File: src/rtl/usb_tx_pkg.sv
// Shared types and constants for the USB transmit serializer.
// Field lengths, {d_plus,d_minus} line encodings, field ids and serializer states.
package usb_tx_pkg;

    localparam int SYNC_LEN  = 8;
    localparam int PID_LEN   = 8;
    localparam int CRC5_LEN  = 5;
    localparam int CRC16_LEN = 16;
    localparam int DATA_LEN  = 64;

    localparam logic [1:0] LINE_J   = 2'b10;
    localparam logic [1:0] LINE_K   = 2'b01;
    localparam logic [1:0] LINE_SE0 = 2'b00;

    typedef enum logic [2:0] {
        FLD_SYNC  = 3'd0,
        FLD_PID   = 3'd1,
        FLD_CRC5  = 3'd2,
        FLD_CRC16 = 3'd3,
        FLD_DATA  = 3'd4
    } field_id_t;

    typedef enum logic [1:0] {
        IDLE   = 2'd0,
        LOADED = 2'd1,
        SHIFT  = 2'd2,
        STUFF  = 2'd3
    } ser_state_t;

    // A 0 toggles the line between J and K, a 1 holds it.
    function automatic logic [1:0] nrzi_next(input logic [1:0] lvl, input logic b);
        if (b) return lvl;
        return (lvl == LINE_J) ? LINE_K : LINE_J;
    endfunction

endpackage

File: src/rtl/usb_tx_serializer_if.sv
// Load/transmit/done handshake between the transmit controller and the serializer.
// The controller drives the master side; the serializer is the slave.
interface usb_tx_serializer_if;
    logic        sync_load_enable;
    logic        pid_load_enable;
    logic        crc5_load_enable;
    logic        crc16_load_enable;
    logic        data_load_enable;
    logic [7:0]  trans_sync;
    logic [7:0]  trans_pid;
    logic [4:0]  trans_crc5;
    logic [15:0] trans_crc16;
    logic [63:0] trans_data;
    logic        sync_transmitting;
    logic        pid_transmitting;
    logic        crc5_transmitting;
    logic        crc16_transmitting;
    logic        data_transmitting;
    logic        eop_transmitting;
    logic        idle_transmitting;
    logic        sync_bits_transmitted;
    logic        pid_bits_transmitted;
    logic        crc5_bits_transmitted;
    logic        crc16_bits_transmitted;
    logic        data_bits_transmitted;

    modport master (
        output sync_load_enable, pid_load_enable, crc5_load_enable, crc16_load_enable, data_load_enable,
        output trans_sync, trans_pid, trans_crc5, trans_crc16, trans_data,
        output sync_transmitting, pid_transmitting, crc5_transmitting, crc16_transmitting, data_transmitting,
        output eop_transmitting, idle_transmitting,
        input  sync_bits_transmitted, pid_bits_transmitted, crc5_bits_transmitted,
        input  crc16_bits_transmitted, data_bits_transmitted
    );

    modport slave (
        input  sync_load_enable, pid_load_enable, crc5_load_enable, crc16_load_enable, data_load_enable,
        input  trans_sync, trans_pid, trans_crc5, trans_crc16, trans_data,
        input  sync_transmitting, pid_transmitting, crc5_transmitting, crc16_transmitting, data_transmitting,
        input  eop_transmitting, idle_transmitting,
        output sync_bits_transmitted, pid_bits_transmitted, crc5_bits_transmitted,
        output crc16_bits_transmitted, data_bits_transmitted
    );
endinterface

File: src/rtl/usb_tx_bit_timer.sv
// Bit-period counter: counts 0..CLKS_PER_BIT-1, end_of_bit high on the last count.
// Latency: restart takes effect next clk (count 0); no backpressure.
module usb_tx_bit_timer #(
    parameter int CLKS_PER_BIT = 8
) (
    input  logic clk,
    input  logic n_rst,
    input  logic restart,
    output logic end_of_bit
);
    localparam int CW = (CLKS_PER_BIT > 1) ? $clog2(CLKS_PER_BIT) : 1;

    logic [CW-1:0] count;

    assign end_of_bit = (count == CW'(CLKS_PER_BIT - 1));

    always_ff @(posedge clk or negedge n_rst) begin
        if (!n_rst)                   count <= '0;
        else if (restart || end_of_bit) count <= '0;
        else                          count <= count + 1'b1;
    end
endmodule

File: src/rtl/usb_tx_serializer.sv
// USB transmit bit engine: loads a field, shifts it LSB-first with bit stuffing and NRZI onto D+/D-.
// Latency: first bit on the line 1 clk after *_transmitting; done pulse registered; no backpressure.
module usb_tx_serializer
    import usb_tx_pkg::*;
#(
    parameter int CLKS_PER_BIT = 8,
    parameter int STUFF_LIMIT  = 6
) (
    input  logic                 clk,
    input  logic                 n_rst,
    usb_tx_serializer_if.slave   tx,
    output logic                 d_plus,
    output logic                 d_minus,
    output logic                 tx_busy
);
    localparam int OW = $clog2(STUFF_LIMIT + 1);

    ser_state_t  state_q, state_d;
    field_id_t   fld_q, fld_d;
    logic [63:0] shreg_q, shreg_d;
    logic [6:0]  bits_left_q, bits_left_d;
    logic [OW-1:0] ones_q, ones_d, ones_inc;
    logic [1:0]  level_q, level_d;
    logic [4:0]  done_q, done_d;
    logic        end_of_bit;
    logic        tx_match;
    logic        load_any;

    usb_tx_bit_timer #(.CLKS_PER_BIT(CLKS_PER_BIT)) u_bit_timer (
        .clk        (clk),
        .n_rst      (n_rst),
        .restart    (state_q != SHIFT && state_q != STUFF),
        .end_of_bit (end_of_bit)
    );

    assign load_any = tx.sync_load_enable | tx.pid_load_enable | tx.crc5_load_enable |
                      tx.crc16_load_enable | tx.data_load_enable;
    assign ones_inc = shreg_q[0] ? ones_q + 1'b1 : '0;

    always_comb begin
        tx_match = 1'b0;
        case (fld_q)
            FLD_SYNC:  tx_match = tx.sync_transmitting;
            FLD_PID:   tx_match = tx.pid_transmitting;
            FLD_CRC5:  tx_match = tx.crc5_transmitting;
            FLD_CRC16: tx_match = tx.crc16_transmitting;
            FLD_DATA:  tx_match = tx.data_transmitting;
            default:   tx_match = 1'b0;
        endcase
    end

    always_comb begin
        state_d     = state_q;
        fld_d       = fld_q;
        shreg_d     = shreg_q;
        bits_left_d = bits_left_q;
        ones_d      = ones_q;
        level_d     = level_q;
        done_d      = '0;

        if (tx.eop_transmitting) begin
            // EOP aborts any field in flight without a done pulse.
            state_d = IDLE;
            ones_d  = '0;
        end else if (load_any) begin
            state_d = LOADED;
            if (tx.sync_load_enable) begin
                shreg_d = {56'd0, tx.trans_sync};  bits_left_d = 7'(SYNC_LEN);  fld_d = FLD_SYNC;
            end else if (tx.pid_load_enable) begin
                shreg_d = {56'd0, tx.trans_pid};   bits_left_d = 7'(PID_LEN);   fld_d = FLD_PID;
            end else if (tx.crc5_load_enable) begin
                shreg_d = {59'd0, tx.trans_crc5};  bits_left_d = 7'(CRC5_LEN);  fld_d = FLD_CRC5;
            end else if (tx.crc16_load_enable) begin
                shreg_d = {48'd0, tx.trans_crc16}; bits_left_d = 7'(CRC16_LEN); fld_d = FLD_CRC16;
            end else begin
                shreg_d = tx.trans_data;           bits_left_d = 7'(DATA_LEN);  fld_d = FLD_DATA;
            end
        end else begin
            case (state_q)
                IDLE: begin
                    if (tx.idle_transmitting) begin
                        level_d = LINE_J;
                        ones_d  = '0;
                    end
                end
                LOADED: begin
                    if (tx_match) begin
                        state_d = SHIFT;
                        level_d = nrzi_next(level_q, shreg_q[0]);
                    end
                end
                SHIFT: begin
                    if (end_of_bit) begin
                        shreg_d     = shreg_q >> 1;
                        bits_left_d = bits_left_q - 7'd1;
                        ones_d      = ones_inc;
                        if (ones_inc == OW'(STUFF_LIMIT)) begin
                            state_d = STUFF;
                            ones_d  = '0;
                            level_d = nrzi_next(level_q, 1'b0);
                        end else if (bits_left_q == 7'd1) begin
                            state_d        = IDLE;
                            done_d[fld_q]  = 1'b1;
                        end else begin
                            level_d = nrzi_next(level_q, shreg_q[1]);
                        end
                    end
                end
                STUFF: begin
                    // A trailing stuff bit still belongs to the field, so done waits for it.
                    if (end_of_bit) begin
                        if (bits_left_q == 7'd0) begin
                            state_d       = IDLE;
                            done_d[fld_q] = 1'b1;
                        end else begin
                            state_d = SHIFT;
                            level_d = nrzi_next(level_q, shreg_q[0]);
                        end
                    end
                end
                default: state_d = IDLE;
            endcase
        end
    end

    always_ff @(posedge clk or negedge n_rst) begin
        if (!n_rst) begin
            state_q     <= IDLE;
            fld_q       <= FLD_SYNC;
            shreg_q     <= '0;
            bits_left_q <= '0;
            ones_q      <= '0;
            level_q     <= LINE_J;
            done_q      <= '0;
        end else begin
            state_q     <= state_d;
            fld_q       <= fld_d;
            shreg_q     <= shreg_d;
            bits_left_q <= bits_left_d;
            ones_q      <= ones_d;
            level_q     <= level_d;
            done_q      <= done_d;
        end
    end

    assign {d_plus, d_minus} = tx.eop_transmitting ? LINE_SE0 : level_q;
    assign tx_busy           = (state_q == SHIFT) || (state_q == STUFF);

    assign tx.sync_bits_transmitted  = done_q[FLD_SYNC];
    assign tx.pid_bits_transmitted   = done_q[FLD_PID];
    assign tx.crc5_bits_transmitted  = done_q[FLD_CRC5];
    assign tx.crc16_bits_transmitted = done_q[FLD_CRC16];
    assign tx.data_bits_transmitted  = done_q[FLD_DATA];
endmodule
File: src/flat_wrapper.sv
// flat-port wrapper written by rule: the top's interface ports become plain ports
module usb_tx_serializer_flat import usb_tx_pkg::*;
#(
    parameter int CLKS_PER_BIT = 8,
    parameter int STUFF_LIMIT  = 6
)
  (clk, n_rst, d_plus, d_minus, tx_busy, tx_sync_load_enable, tx_pid_load_enable, tx_crc5_load_enable, tx_crc16_load_enable, tx_data_load_enable, tx_trans_sync, tx_trans_pid, tx_trans_crc5, tx_trans_crc16, tx_trans_data, tx_sync_transmitting, tx_pid_transmitting, tx_crc5_transmitting, tx_crc16_transmitting, tx_data_transmitting, tx_eop_transmitting, tx_idle_transmitting, tx_sync_bits_transmitted, tx_pid_bits_transmitted, tx_crc5_bits_transmitted, tx_crc16_bits_transmitted, tx_data_bits_transmitted);
  usb_tx_serializer_if tx_i ();
  input  logic clk;
  input  logic n_rst;
  output logic d_plus;
  output logic d_minus;
  output logic tx_busy;
  input wire logic [$bits(tx_i.sync_load_enable)-1:0] tx_sync_load_enable;
  input wire logic [$bits(tx_i.pid_load_enable)-1:0] tx_pid_load_enable;
  input wire logic [$bits(tx_i.crc5_load_enable)-1:0] tx_crc5_load_enable;
  input wire logic [$bits(tx_i.crc16_load_enable)-1:0] tx_crc16_load_enable;
  input wire logic [$bits(tx_i.data_load_enable)-1:0] tx_data_load_enable;
  input wire logic [$bits(tx_i.trans_sync)-1:0] tx_trans_sync;
  input wire logic [$bits(tx_i.trans_pid)-1:0] tx_trans_pid;
  input wire logic [$bits(tx_i.trans_crc5)-1:0] tx_trans_crc5;
  input wire logic [$bits(tx_i.trans_crc16)-1:0] tx_trans_crc16;
  input wire logic [$bits(tx_i.trans_data)-1:0] tx_trans_data;
  input wire logic [$bits(tx_i.sync_transmitting)-1:0] tx_sync_transmitting;
  input wire logic [$bits(tx_i.pid_transmitting)-1:0] tx_pid_transmitting;
  input wire logic [$bits(tx_i.crc5_transmitting)-1:0] tx_crc5_transmitting;
  input wire logic [$bits(tx_i.crc16_transmitting)-1:0] tx_crc16_transmitting;
  input wire logic [$bits(tx_i.data_transmitting)-1:0] tx_data_transmitting;
  input wire logic [$bits(tx_i.eop_transmitting)-1:0] tx_eop_transmitting;
  input wire logic [$bits(tx_i.idle_transmitting)-1:0] tx_idle_transmitting;
  output wire logic [$bits(tx_i.sync_bits_transmitted)-1:0] tx_sync_bits_transmitted;
  output wire logic [$bits(tx_i.pid_bits_transmitted)-1:0] tx_pid_bits_transmitted;
  output wire logic [$bits(tx_i.crc5_bits_transmitted)-1:0] tx_crc5_bits_transmitted;
  output wire logic [$bits(tx_i.crc16_bits_transmitted)-1:0] tx_crc16_bits_transmitted;
  output wire logic [$bits(tx_i.data_bits_transmitted)-1:0] tx_data_bits_transmitted;
  assign tx_i.sync_load_enable = tx_sync_load_enable;
  assign tx_i.pid_load_enable = tx_pid_load_enable;
  assign tx_i.crc5_load_enable = tx_crc5_load_enable;
  assign tx_i.crc16_load_enable = tx_crc16_load_enable;
  assign tx_i.data_load_enable = tx_data_load_enable;
  assign tx_i.trans_sync = tx_trans_sync;
  assign tx_i.trans_pid = tx_trans_pid;
  assign tx_i.trans_crc5 = tx_trans_crc5;
  assign tx_i.trans_crc16 = tx_trans_crc16;
  assign tx_i.trans_data = tx_trans_data;
  assign tx_i.sync_transmitting = tx_sync_transmitting;
  assign tx_i.pid_transmitting = tx_pid_transmitting;
  assign tx_i.crc5_transmitting = tx_crc5_transmitting;
  assign tx_i.crc16_transmitting = tx_crc16_transmitting;
  assign tx_i.data_transmitting = tx_data_transmitting;
  assign tx_i.eop_transmitting = tx_eop_transmitting;
  assign tx_i.idle_transmitting = tx_idle_transmitting;
  assign tx_sync_bits_transmitted = tx_i.sync_bits_transmitted;
  assign tx_pid_bits_transmitted = tx_i.pid_bits_transmitted;
  assign tx_crc5_bits_transmitted = tx_i.crc5_bits_transmitted;
  assign tx_crc16_bits_transmitted = tx_i.crc16_bits_transmitted;
  assign tx_data_bits_transmitted = tx_i.data_bits_transmitted;
  usb_tx_serializer #(.CLKS_PER_BIT(CLKS_PER_BIT), .STUFF_LIMIT(STUFF_LIMIT)) u_core (.clk(clk), .n_rst(n_rst), .tx(tx_i), .d_plus(d_plus), .d_minus(d_minus), .tx_busy(tx_busy));
endmodule
File: config.mk
export PLATFORM = sky130hd
export DESIGN_NAME = usb_tx_serializer_flat
export DESIGN_NICKNAME = d
export VERILOG_FILES = /design/src/rtl/usb_tx_pkg.sv /design/src/rtl/usb_tx_serializer_if.sv /design/src/rtl/usb_tx_bit_timer.sv /design/src/rtl/usb_tx_serializer.sv /design/src/flat_wrapper.sv
export SDC_FILE = /design/constraint.sdc
export NUM_CORES = 1
export LEC_CHECK = 0
export CORE_MARGIN = 2
export CORE_UTILIZATION = 44
export DETAILED_ROUTE_END_ITERATION = 10
export GPL_TIMING_DRIVEN = 0
export HOLD_SLACK_MARGIN = 0.15
export PLACE_DENSITY_LB_ADDON = 0.12
export REMOVE_ABC_BUFFERS = 1
export SYNTH_ARGS = -nofsm -noshare
export SYNTH_HDL_FRONTEND = slang
export SYNTH_HIERARCHICAL = 1
export SYNTH_SLANG_ARGS = --single-unit
File: constraint.sdc
create_clock -name clk -period 2.3 [get_ports clk]
set_input_delay 0.46 -clock clk [delete_from_list [all_inputs] [get_ports clk]]
set_output_delay 0.46 -clock clk [all_outputs]
set_load 0.03 [all_outputs]
* After elaboration in Yosys (flattened, before gate mapping)
Cells that the tools add are included.
** Operators by class
- $add $sub $neg :: 3
- Multiply operators :: 0
- Div/mod/pow operators :: 0
- Magnitude comparators :: 2
- Equal/unequal tests :: 27
- Shift operators :: 0
- Mux-type cells :: 77
- Bitwise logic cells :: 6
- Reductions and logical operators :: 16
** Operators by type and width (count)
- $mux W64 :: 7
- $mux W7 :: 7
- $mux W2 :: 21
- $mux W5 :: 7
- $mux W3 :: 11
- $mux W1 :: 18
- $ne A2 B2 Y1 const B :: 7
- $pmux W5 S2 :: 1
- $eq A3 B3 Y1 const B :: 3
- $reduce_and A9 Y1 :: 1
- $ne A4 B3 Y1 const B :: 2
- $pmux W2 S4 :: 1
- $eq A7 B1 Y1 const B :: 1
- $logic_not A7 Y1 :: 1
- $sub A7 B1 Y7 const B :: 1
- $add A3 B1 Y3 const B :: 2
- $eq A2 B2 Y1 const B :: 3
- $eq A3 B2 Y1 const B :: 2
- $ne A3 B3 Y1 const B :: 2
- $pmux W2 S3 :: 1
- $pmux W3 S2 :: 1
- $ne A5 B2 Y1 const B :: 1
- $pmux W1 S5 :: 1
- $reduce_and A5 Y1 :: 1
- 21 further kinds :: 28
** Storage, ports and cells
- Flip-flop bits (word level) :: 89
- Latch bits :: 0
- RAM bits :: 0
- Bits in read-only memories :: 0
- Input bits :: 115
- Output and inout port bits :: 8
- Word-level logic and storage cells :: 139
- Memories kept :: 0

* Depth between registers and ports, before layout
Gate-level depths: netlist (run 1).
- Depth after elaboration :: 13
- Gate-level depth with buffers :: 9
- Mapped depth without buffers :: 8

* Hierarchy
The synthesis (run 1) kept the hierarchy.
** By module, submodules not included
- usb_tx_serializer :: instances 1, cells an instance 507, area each 4451.8 µm², seq. area each 2153.3 µm²
- usb_tx_bit_timer :: instances 1, cells an instance 8, area each 120.1 µm², seq. area each 75.1 µm²

* Least setup slack after synthesis (run 1)
No wires, ideal clock.
- Path kind :: input -> register
- Start :: input port tx_sync_load_enable
- End :: register u_core.done_q[1]
- Library setup time :: 0.072 ns
- Arrival :: 2.201 ns
- Required time :: 2.228 ns
- Path slack :: 0.027 ns
- Cell stages on the path :: 7
- Cells stage by stage :: buf_2 or3_4 nor3_4 nand2b_1 or4_1 or2_1 nor2_1
** Between the ends
- Word-level cells in the longest chain between the ends :: 6
** RTL lines
- start, declared :: line flat_wrapper.sv:14 : input wire logic [$bits(tx_i.sync_load_enable)-1:0] tx_sync_load_enable;
- $or A1 B1 Y1 (3 in a row) :: line usb_tx_serializer.sv:36 : assign load_any = tx.sync_load_enable | tx.pid_load_enable | tx.crc5_load_enable |
- $or A1 B1 Y1 :: line usb_tx_serializer.sv:37 : tx.crc16_load_enable | tx.data_load_enable;
- $mux W5 :: line usb_tx_serializer.sv:65 : end else if (load_any) begin
- $mux W5 :: line usb_tx_serializer.sv:61 : if (tx.eop_transmitting) begin
- named net u_core.done_d[1] :: line usb_tx_serializer.sv:24 : logic [4:0] done_q, done_d;
- end signal, assigned :: line usb_tx_serializer.sv:142 : done_q <= done_d;
- end, declared :: line usb_tx_serializer.sv:24
The timed path passes the listed nets, and every way through them passes these cells.
A chain may end at the register's enable or synchronous reset.

* Worst setup path in the final report (run 1)
- Start :: register u_core.level_q[1]
- End :: output port d_plus
** Between the ends
- Word-level cells in the longest chain between the ends :: 1
** RTL lines
- start, declared :: line usb_tx_serializer.sv:23 : logic [1:0] level_q, level_d;
- start signal, assigned :: line usb_tx_serializer.sv:141 : level_q <= level_d;
- $mux W2 :: line usb_tx_serializer.sv:146 : assign {d_plus, d_minus} = tx.eop_transmitting ? LINE_SE0 : level_q;
- end, declared :: line flat_wrapper.sv:11 : output logic d_plus;
Every way passes these cells.

==> flow_summary.yaml, run 1 <==
die:
  core_um2: 10200
  rows: 37
  die-area_um2: 11200
  dieHeight_um: 106
  die_x_um: 106
  start_util_pct: 44.9
  ios: 123
timing:
  tightestPinTransition_ps: 737
  fin_crit_ps: 2170
  fin_crit_sh_pct: 94.3
  rsz0062_at_grt: "true"
  drv_slew: 0
  fin_worst_skew_ps: 8.78
  max_freq_ghz: 0.461
  worst_slack_ps: 130
  hold_violations: 0
  finalSetupViolCount: 0
  maxSlewHeadroom_pct: 50.7
setup_path:
  critPathCaptureType: "output port"
  required_ps: 1840
  cp_max_fo: 3
  cp-start-kind: "flip-flop"
  path_class: "flip-flop to output port"
  cp.arrival_ps: 1710
detailed_routing:
  route.detailed.drc: 0
  finalWirelength_um: 11900
  drt_pre_antenna_iters: 5
  num_vias: 4229
  via_per_inst: 5.53
  drt_iter0_drc: 181
  wl_per_cell_um: 15.5
  ant_nets: 0
run_status:
  outcome: "finished, final reports clean"
power:
  power_density_nw_per_um2: 561
  p_seq_share_pct: 49.7
  power.share.clock_pct: 32.2
  p_leak_uw: 0.00267
  comb_power_share_pct: 18.1
  vdd_ir_drop_max_uv: 261
  internal-power_uw: 2590
  netSwitchingFraction_pct: 26.7
  switchingPower_uw: 945
cts:
  path_clk_slew_ps: 90
  cts-root-buf: "clkbuf_8"
  cts_sinks: 89
  clk_path_buf_depth: 2
  insertion_delay_ps: 370
  numCtsBuffers: 9
  tritoncts: "done"
  cts_max_level: 3
yosys:
  ys_seq_elements: 89
  syn_avg_cell_area_um2: 8.88
  synth_edf_count: 0
  yosysSeqAreaShare_pct: 48.7
  synth_cell_types: 47
  yosys_warnings: 6
  synthCells: 515
  async_flop_share_pct: 100
  ys.flop_type: "dfrtp_1"
  synth_area_um2: 4570
placement:
  dp_slack_ps: -1770
  io_buffers: 122
  place.gp.congestion: 0.779
  place_hpwl_um: 8060
cells_and_area:
  regArea_um2: 2230
  fillers: 898
  multiInputGateArea_um2: 2210
  fin_nets: 744
  antenna_cells: 0
  drive_above_1_share_pct: 9.22
  utilization_pct: 61.9
  syn2layout_area_growth_pct: 37.8
  layout_common_cells: "nor2_1 (125), clkdlybuf4s50_1 (115), dfrtp_1 (88)"
  layout_commonest_cell: "nor2_1"
min_path:
  hp-class: "flip-flop to flip-flop"
global_routing:
  grt_pass1_vias: 4194
  overflow: 0
  grt_max_degree: 53
  grt_use_total_pct: 22.1
  antenna_found_initial: 0
  grt_pass1_wl_um: 19900
job:
  max-cap-violations: 0
[power by group through the flow]
stage | sequential [uW] | combinational (uW) | clock (uW)
after floorplan | 1760 | 295 | 0
after global placement | 1780 | 620 | 0
after detailed placement | 1780 | 639 | 0
after CTS | 1750 | 645 | 1180
after global routing | 1770 | 713 | 1250
final | 1760 | 640 | 1140
[flip-flops by register name (all words and copies together) (netlist names)]
name and cells:
u_core/shreg_q 64, u_core/bits_left_q 7, u_core/done_q 5, u_core/fld_q 3
u_core/ones_q 3, u_core/u_bit_timer/count 3, u_core/level_q 2, u_core/state_q 2
[final timing paths]
check,end,depth (start not counted),startpoint,slack (ps)
worst max register to register,u_core/shreg_q[4],6,u_core/state_q[1],140
max in group asynchronous,u_core/shreg_q[43],3,n_rst,1070
min in group asynchronous,u_core/shreg_q[14],2,n_rst,600
worst min register to register,u_core/u_bit_timer/count[0],1,u_core/u_bit_timer/count[0],460
worst min-delay path,u_core/u_bit_timer/count[0],1,u_core/u_bit_timer/count[0],460
worst max-delay path,d_plus,2,u_core/level_q[1],130
[timing repair]
action / in CTS / in global routing
gates cloned: 1 / 0
setup buffers: 4 / 1
endpoints found under the hold margin: 36 / 0
pin swaps: 5 / 2
endpoints found under the setup margin: 87 / 8
hold buffers: 1 / 0
gates resized for setup: 31 / 7
[metal layers]
metal | GRT usage (%) | routed length (um) | up-vias | part of all wire [%]
li1 | - | - | 2063 | -
met1 | 28.2 | 5190 | 2022 | 44
met2 | 36.9 | 5680 | 130 | 48
met3 | 5.40 | 804 | 14 | 6.8
met4 | 7.52 | 199 | 0 | 1.7
met5 | 0 | 0 | - | 0
[worst max-delay path, cell delays in order (launching register included)]
cell and delay, ps:
dfstp_2 550, nor2b_1 120, clkdlybuf4s50_1 680
[Yosys cell counts, types with 4 or more instances]
master    count  share of area [%]
nand3_1       5               0.55
nor3_1        7               0.77
buf_2         5               0.55
nand2_1      33                2.7
clkbuf_1     34                2.8
a221oi_1     47                9.0
mux2i_1      14                3.1
nor2b_1       4               0.55
ha_1          5                1.4
a22oi_1       7                1.1
inv_1        14                1.1
nor2_1      127                 10
a21oi_1      42                4.6
o21ai_0      22                2.4
o31ai_1       9                1.5
mux2_2        5                1.2
dfrtp_1      88                 48
nor3b_1       5               0.82
[kinds of logic (layout without fill, tap and decap cells)]
logic type / count (synthesis) / in the layout / share of synthesized area [%]
xor+xnor: 1 / 1 / 0.192
compound gates: 144 / 144 / 21.5
buf+inv: 54 / 167 / 4.57
simple gates: 203 / 204 / 19.4
flops: 89 / 89 / 48.7
fa+ha+maj: 5 / 5 / 1.37
mux: 19 / 19 / 4.30
[through the flow]
step                instances  instance area (um2)  setup TNS (ps)  power [uW]  hold WS [ps]
finish                    765                 6300               0        3530           458
detailed placement        742                 6020         -122260        2420           437
CTS                       764                 6280               0        3580           451
floorplan                 475                 4420         -204480        2060           164
global placement          733                 5810         -683080        2400           422
global route              765                 6300           -6.09        3730           483
[final cells by class]
cell class                      count  share of cell area, %
Inverter                           14                  0.834
Clock inverter                      5                   1.01
Tap cell                          136                   2.70
Timing Repair Buffer              137                   22.7
Clock buffer                       11                   2.40
Sequential cell                    89                   35.4
Multi-Input combinational cell    373                   35.0
Power figures use the tool's default switching activity.
==> run 2: changes to the inputs <==
Settings changed: MAX_ROUTING_LAYER set to met4.
==> flow_summary.yaml, run 2 (same netlist as run 1, synthesis figures left out) <==
run_status:
  outcome: "finished, final reports clean"
cts:
  cts_max_level: 3
  cts-root-buf: "clkbuf_8"
  path_clk_slew_ps: 90
  tritoncts: "done"
  numCtsBuffers: 9
  insertion_delay_ps: 360
  cts_sinks: 89
  clk_path_buf_depth: 2
detailed_routing:
  finalWirelength_um: 11900
  num_vias: 4226
  wl_per_cell_um: 15.5
  via_per_inst: 5.52
  drt_pre_antenna_iters: 4
  ant_nets: 0
  route.detailed.drc: 0
  drt_iter0_drc: 200
setup_path:
  r2r_start: "u_core/bits_left_q[0]"
  path_class: "flip-flop to output port"
  critPathCaptureType: "output port"
  required_ps: 1840
  cp.arrival_ps: 1710
  cp_max_fo: 3
  critPathLaunch: "u_core/level_q[1]"
  cp-start-kind: "flip-flop"
die:
  dieHeight_um: 106
  rows: 37
  die_x_um: 106
  start_util_pct: 44.9
  die-area_um2: 11200
  core_um2: 10200
  ios: 123
placement:
  place_area_um2: 6020
  place_hpwl_um: 8060
  place.gp.congestion: 0.790
  io_buffers: 122
power:
  vdd_ir_drop_max_uv: 265
  p_leak_uw: 0.00267
  p_total_uw: 3540
  power_density_nw_per_um2: 561
global_routing:
  grt_pass1_vias: 4177
  grt_use_total_pct: 22.8
  grt_max_degree: 53
  grt_pass1_wl_um: 20000
  overflow: 0
  antenna_found_initial: 0
cells_and_area:
  regArea_um2: 2230
  layout_common_cells: "nor2_1 (125), clkdlybuf4s50_1 (115), dfrtp_1 (88)"
  top_register: "u_core/shreg_q"
  drive_above_1_share_pct: 9.22
  largest_reg_flops: 64
  top_regs: "u_core/shreg_q: 64 flops, u_core/bits_left_q: 7 flops, u_core/done_q: 5 flops"
  fin_nets: 744
  syn2layout_area_growth_pct: 37.8
  fillers: 898
  antenna_cells: 0
  utilization_pct: 61.9
  layout_commonest_cell: "nor2_1"
  fin_area_um2: 6300
  multiInputGateArea_um2: 2210
timing:
  rsz0062_at_grt: "true"
  finalSetupViolCount: 0
  max_freq_ghz: 0.462
  fin_worst_skew_ps: 8.40
  hold_violations: 0
  fin_setup_tns_ps: 0
  tightestPinTransition_ps: 735
  drv_slew: 0
  fin_crit_sh_pct: 94.2
  maxSlewHeadroom_pct: 50.8
  hold_slack_ps: 458
  fin_crit_ps: 2170
min_path:
  hp-class: "flip-flop to flip-flop"
  hp-start: "u_core/u_bit_timer/count[0]"
job:
  max-cap-violations: 0
==> run 2: area by class of cell <==
class / count / area share [%]
inverter: 14 / 0.834
tap: 136 / 2.70
multi-input combinational: 373 / 35.0
sequential: 89 / 35.4
clock inverter: 5 / 1.01
clock buffer: 11 / 2.40
timing repair buffer: 137 / 22.7
==> run 2: per-stage QoR <==
stage	setup slack (ps)	std cells
floorplan	-3060	475
global placement	-6410	733
detailed placement	-1770	742
CTS	20.2	764
global route	-4.55	765
finish	134	765
==> run 2: repair_timing <==
item | 4_1_cts | 5_1_grt
endpoints found under the hold margin | 36 | 0
buffers inserted | 4 | 1
hold buffers | 1 | 0
pin swaps | 5 | 2
setup endpoints to repair | 87 | 8
gates resized for setup | 31 | 7
cloned | 1 | 0
==> run 2: routing by layer <==
metal	share of wire, %	vias to the layer above	routed length (um)	GRT usage, %
li1	-	2064	-	-
met1	44	2014	5210	28.7
met2	48	140	5660	36.7
met3	7.6	8	906	5.09
met4	0.97	0	115	7.52
met5	0	-	0	-
==> run 2: final timing paths <==
path	endpoint	slack (ps)	depth (start not counted)
min in group asynchronous	u_core/shreg_q[14]	600	2
hold reg to reg	u_core/u_bit_timer/count[0]	460	1
setup / recovery	d_plus	130	2
max in group asynchronous	u_core/shreg_q[43]	1070	3
hold / removal	u_core/u_bit_timer/count[0]	460	1
setup reg to reg	u_core/done_q[3]	180	8
==> run 2: worst max-delay path, cell delays in order (launching register included) <==
cell             delay, ps
dfstp_2                550
nor2b_1                120
clkdlybuf4s50_1        680
==> run 2: power breakdown <==
group | internal (uW) | switching, uW
Combinational | 341 | 299
Sequential | 1680 | 76.1
Clock | 567 | 573
==> run 3: changes to the inputs <==
Settings changed: CORE_MARGIN 2 to 4, TNS_END_PERCENT set to 10.
==> flow_summary.yaml, run 3 (same netlist as run 1, synthesis figures left out) <==
run_status:
  outcome: "finished, violations left"
  failed_checks: "negative setup slack"
power:
  internal-power_uw: 2560
  p_leak_uw: 0.00268
  switchingPower_uw: 941
  vdd_ir_drop_max_uv: 365
  power.share.clock_pct: 31.5
  netSwitchingFraction_pct: 26.9
  p_total_uw: 3500
  p_seq_share_pct: 50.1
  comb_power_share_pct: 18.4
  power_density_nw_per_um2: 556
global_routing:
  use_met3_pct: 5.99
  grt_use_met1_pct: 29.2
  grt_max_degree: 63
  grt_pass1_vias: 4069
  grt-busiest-layer: "met2"
  grt_use_total_pct: 22.0
  gr-usage-met2_pct: 33.5
  antenna_found_initial: 0
  grt_pass1_wl_um: 20300
  overflow: 0
timing:
  worst_slack_ps: -66.4
  finalSetupViolCount: 2
  fin_crit_ps: 2370
  maxSlewHeadroom_pct: 46.3
  rsz0062_at_grt: "true"
  fin_crit_sh_pct: 103
  max_freq_ghz: 0.423
  drv_slew: 0
  fin_setup_tns_ps: -124
  fin_worst_skew_ps: 9.85
  hold_violations: 0
  hold_slack_ps: 437
  tightestPinTransition_ps: 805
cells_and_area:
  largest_reg_flops: 64
  utilization_pct: 63.3
  regArea_um2: 2230
  fillers: 887
  drive_above_1_share_pct: 9.31
  antenna_cells: 0
  syn2layout_area_growth_pct: 37.8
  top_regs: "u_core/shreg_q: 64 flops, u_core/bits_left_q: 7 flops, u_core/done_q: 5 flops"
  top_register: "u_core/shreg_q"
  fin_nets: 749
  multiInputGateArea_um2: 2200
  layout_common_cells: "nor2_1 (125), clkdlybuf4s50_1 (115), dfrtp_1 (88)"
  layout_commonest_cell: "nor2_1"
cts:
  cts_sinks: 89
  cts-root-buf: "clkbuf_8"
  cts_max_level: 3
  insertion_delay_ps: 360
  path_clk_slew_ps: 90
  tritoncts: "done"
  numCtsBuffers: 9
  clk_path_buf_depth: 2
setup_path:
  required_ps: 1840
  cp_max_fo: 20
  slowest_delay_ps: 720
  path_cells: "dlygate4sd2_1 -> nor2b_1 -> clkdlybuf4s50_1"
  critPathCaptureType: "output port"
  slowest_stage: "dlygate4sd2_1"
  cp-start-kind: "primary input"
  cp.arrival_ps: 1910
  path_class: "primary input to output port"
die:
  rows: 36
  die-area_um2: 12100
  start_util_pct: 45.9
  dieHeight_um: 110
  die_x_um: 110
  ios: 123
  core_um2: 9950
min_path:
  hp-class: "flip-flop to flip-flop"
placement:
  dp_slack_ps: -1780
  place_hpwl_um: 8440
  place.gp.congestion: 0.799
  io_buffers: 122
detailed_routing:
  wl_per_cell_um: 16.2
  route.detailed.drc: 0
  drt_pre_antenna_iters: 4
  via_per_inst: 5.49
  finalWirelength_um: 12400
  ant_nets: 0
  drt_iter0_drc: 200
  num_vias: 4214
job:
  max-cap-violations: 0
run 3: critical path: cells and delay by family:
kind / cells / cell delay, ps
AND/OR/NAND/NOR: 1 / 90
buffers and inverters: 2 / 1350
run 3: path summary, 6_finish.rpt:
kind                                             start                          end  slack (ps)  depth (start not counted)
setup / recovery                   tx_eop_transmitting                       d_plus         -70                          3
hold / removal             u_core/u_bit_timer/count[0]  u_core/u_bit_timer/count[0]         440                          1
setup reg to reg                 u_core/bits_left_q[1]             u_core/done_q[3]          40                          8
hold reg to reg            u_core/u_bit_timer/count[0]  u_core/u_bit_timer/count[0]         440                          1
max in group asynchronous                        n_rst        u_core/bits_left_q[1]        1100                          3
min in group asynchronous                        n_rst           u_core/shreg_q[14]         570                          2
run 3: final cells by class:
| cell class | count | share of cell area, % |
|---|---|---|
| multi-input combinational | 374 | 35.0 |
| timing repair buffer | 141 | 22.9 |
| sequential | 89 | 35.4 |
| clock inverter | 5 | 1.01 |
| inverter | 14 | 0.834 |
| tap | 133 | 2.64 |
| clock buffer | 11 | 2.24 |
run 3: per-layer routing:
layer	part of all wire, %	vias to the layer above
li1	-	2075
met2	47	126
met3	8.0	15
met1	44	1998
met4	1.6	0
met5	0	-
run 3: power by group through the flow:
stage / logic (uW) / clock network, uW / registers, uW
final: 646 / 1100 / 1760
after global routing: 720 / 1210 / 1770
after CTS: 649 / 1140 / 1750
after detailed placement: 639 / 0 / 1780
after global placement: 617 / 0 / 1780
after floorplan: 295 / 0 / 1760
run 3: through the flow:
step	cell area, um2	instances
after floorplan	4420	475
after global placement	5800	730
after detailed placement	6000	739
after CTS	6270	763
after global routing	6300	767
final	6300	767
run 3: repair_timing:
action | in CTS | in global routing
hold endpoints to repair | 26 | 0
pin swaps | 5 | 3
gates cloned | 1 | 1
gates resized for setup | 25 | 6
hold buffers | 1 | 0
setup buffers | 6 | 3
endpoints found under the setup margin | 87 | 64
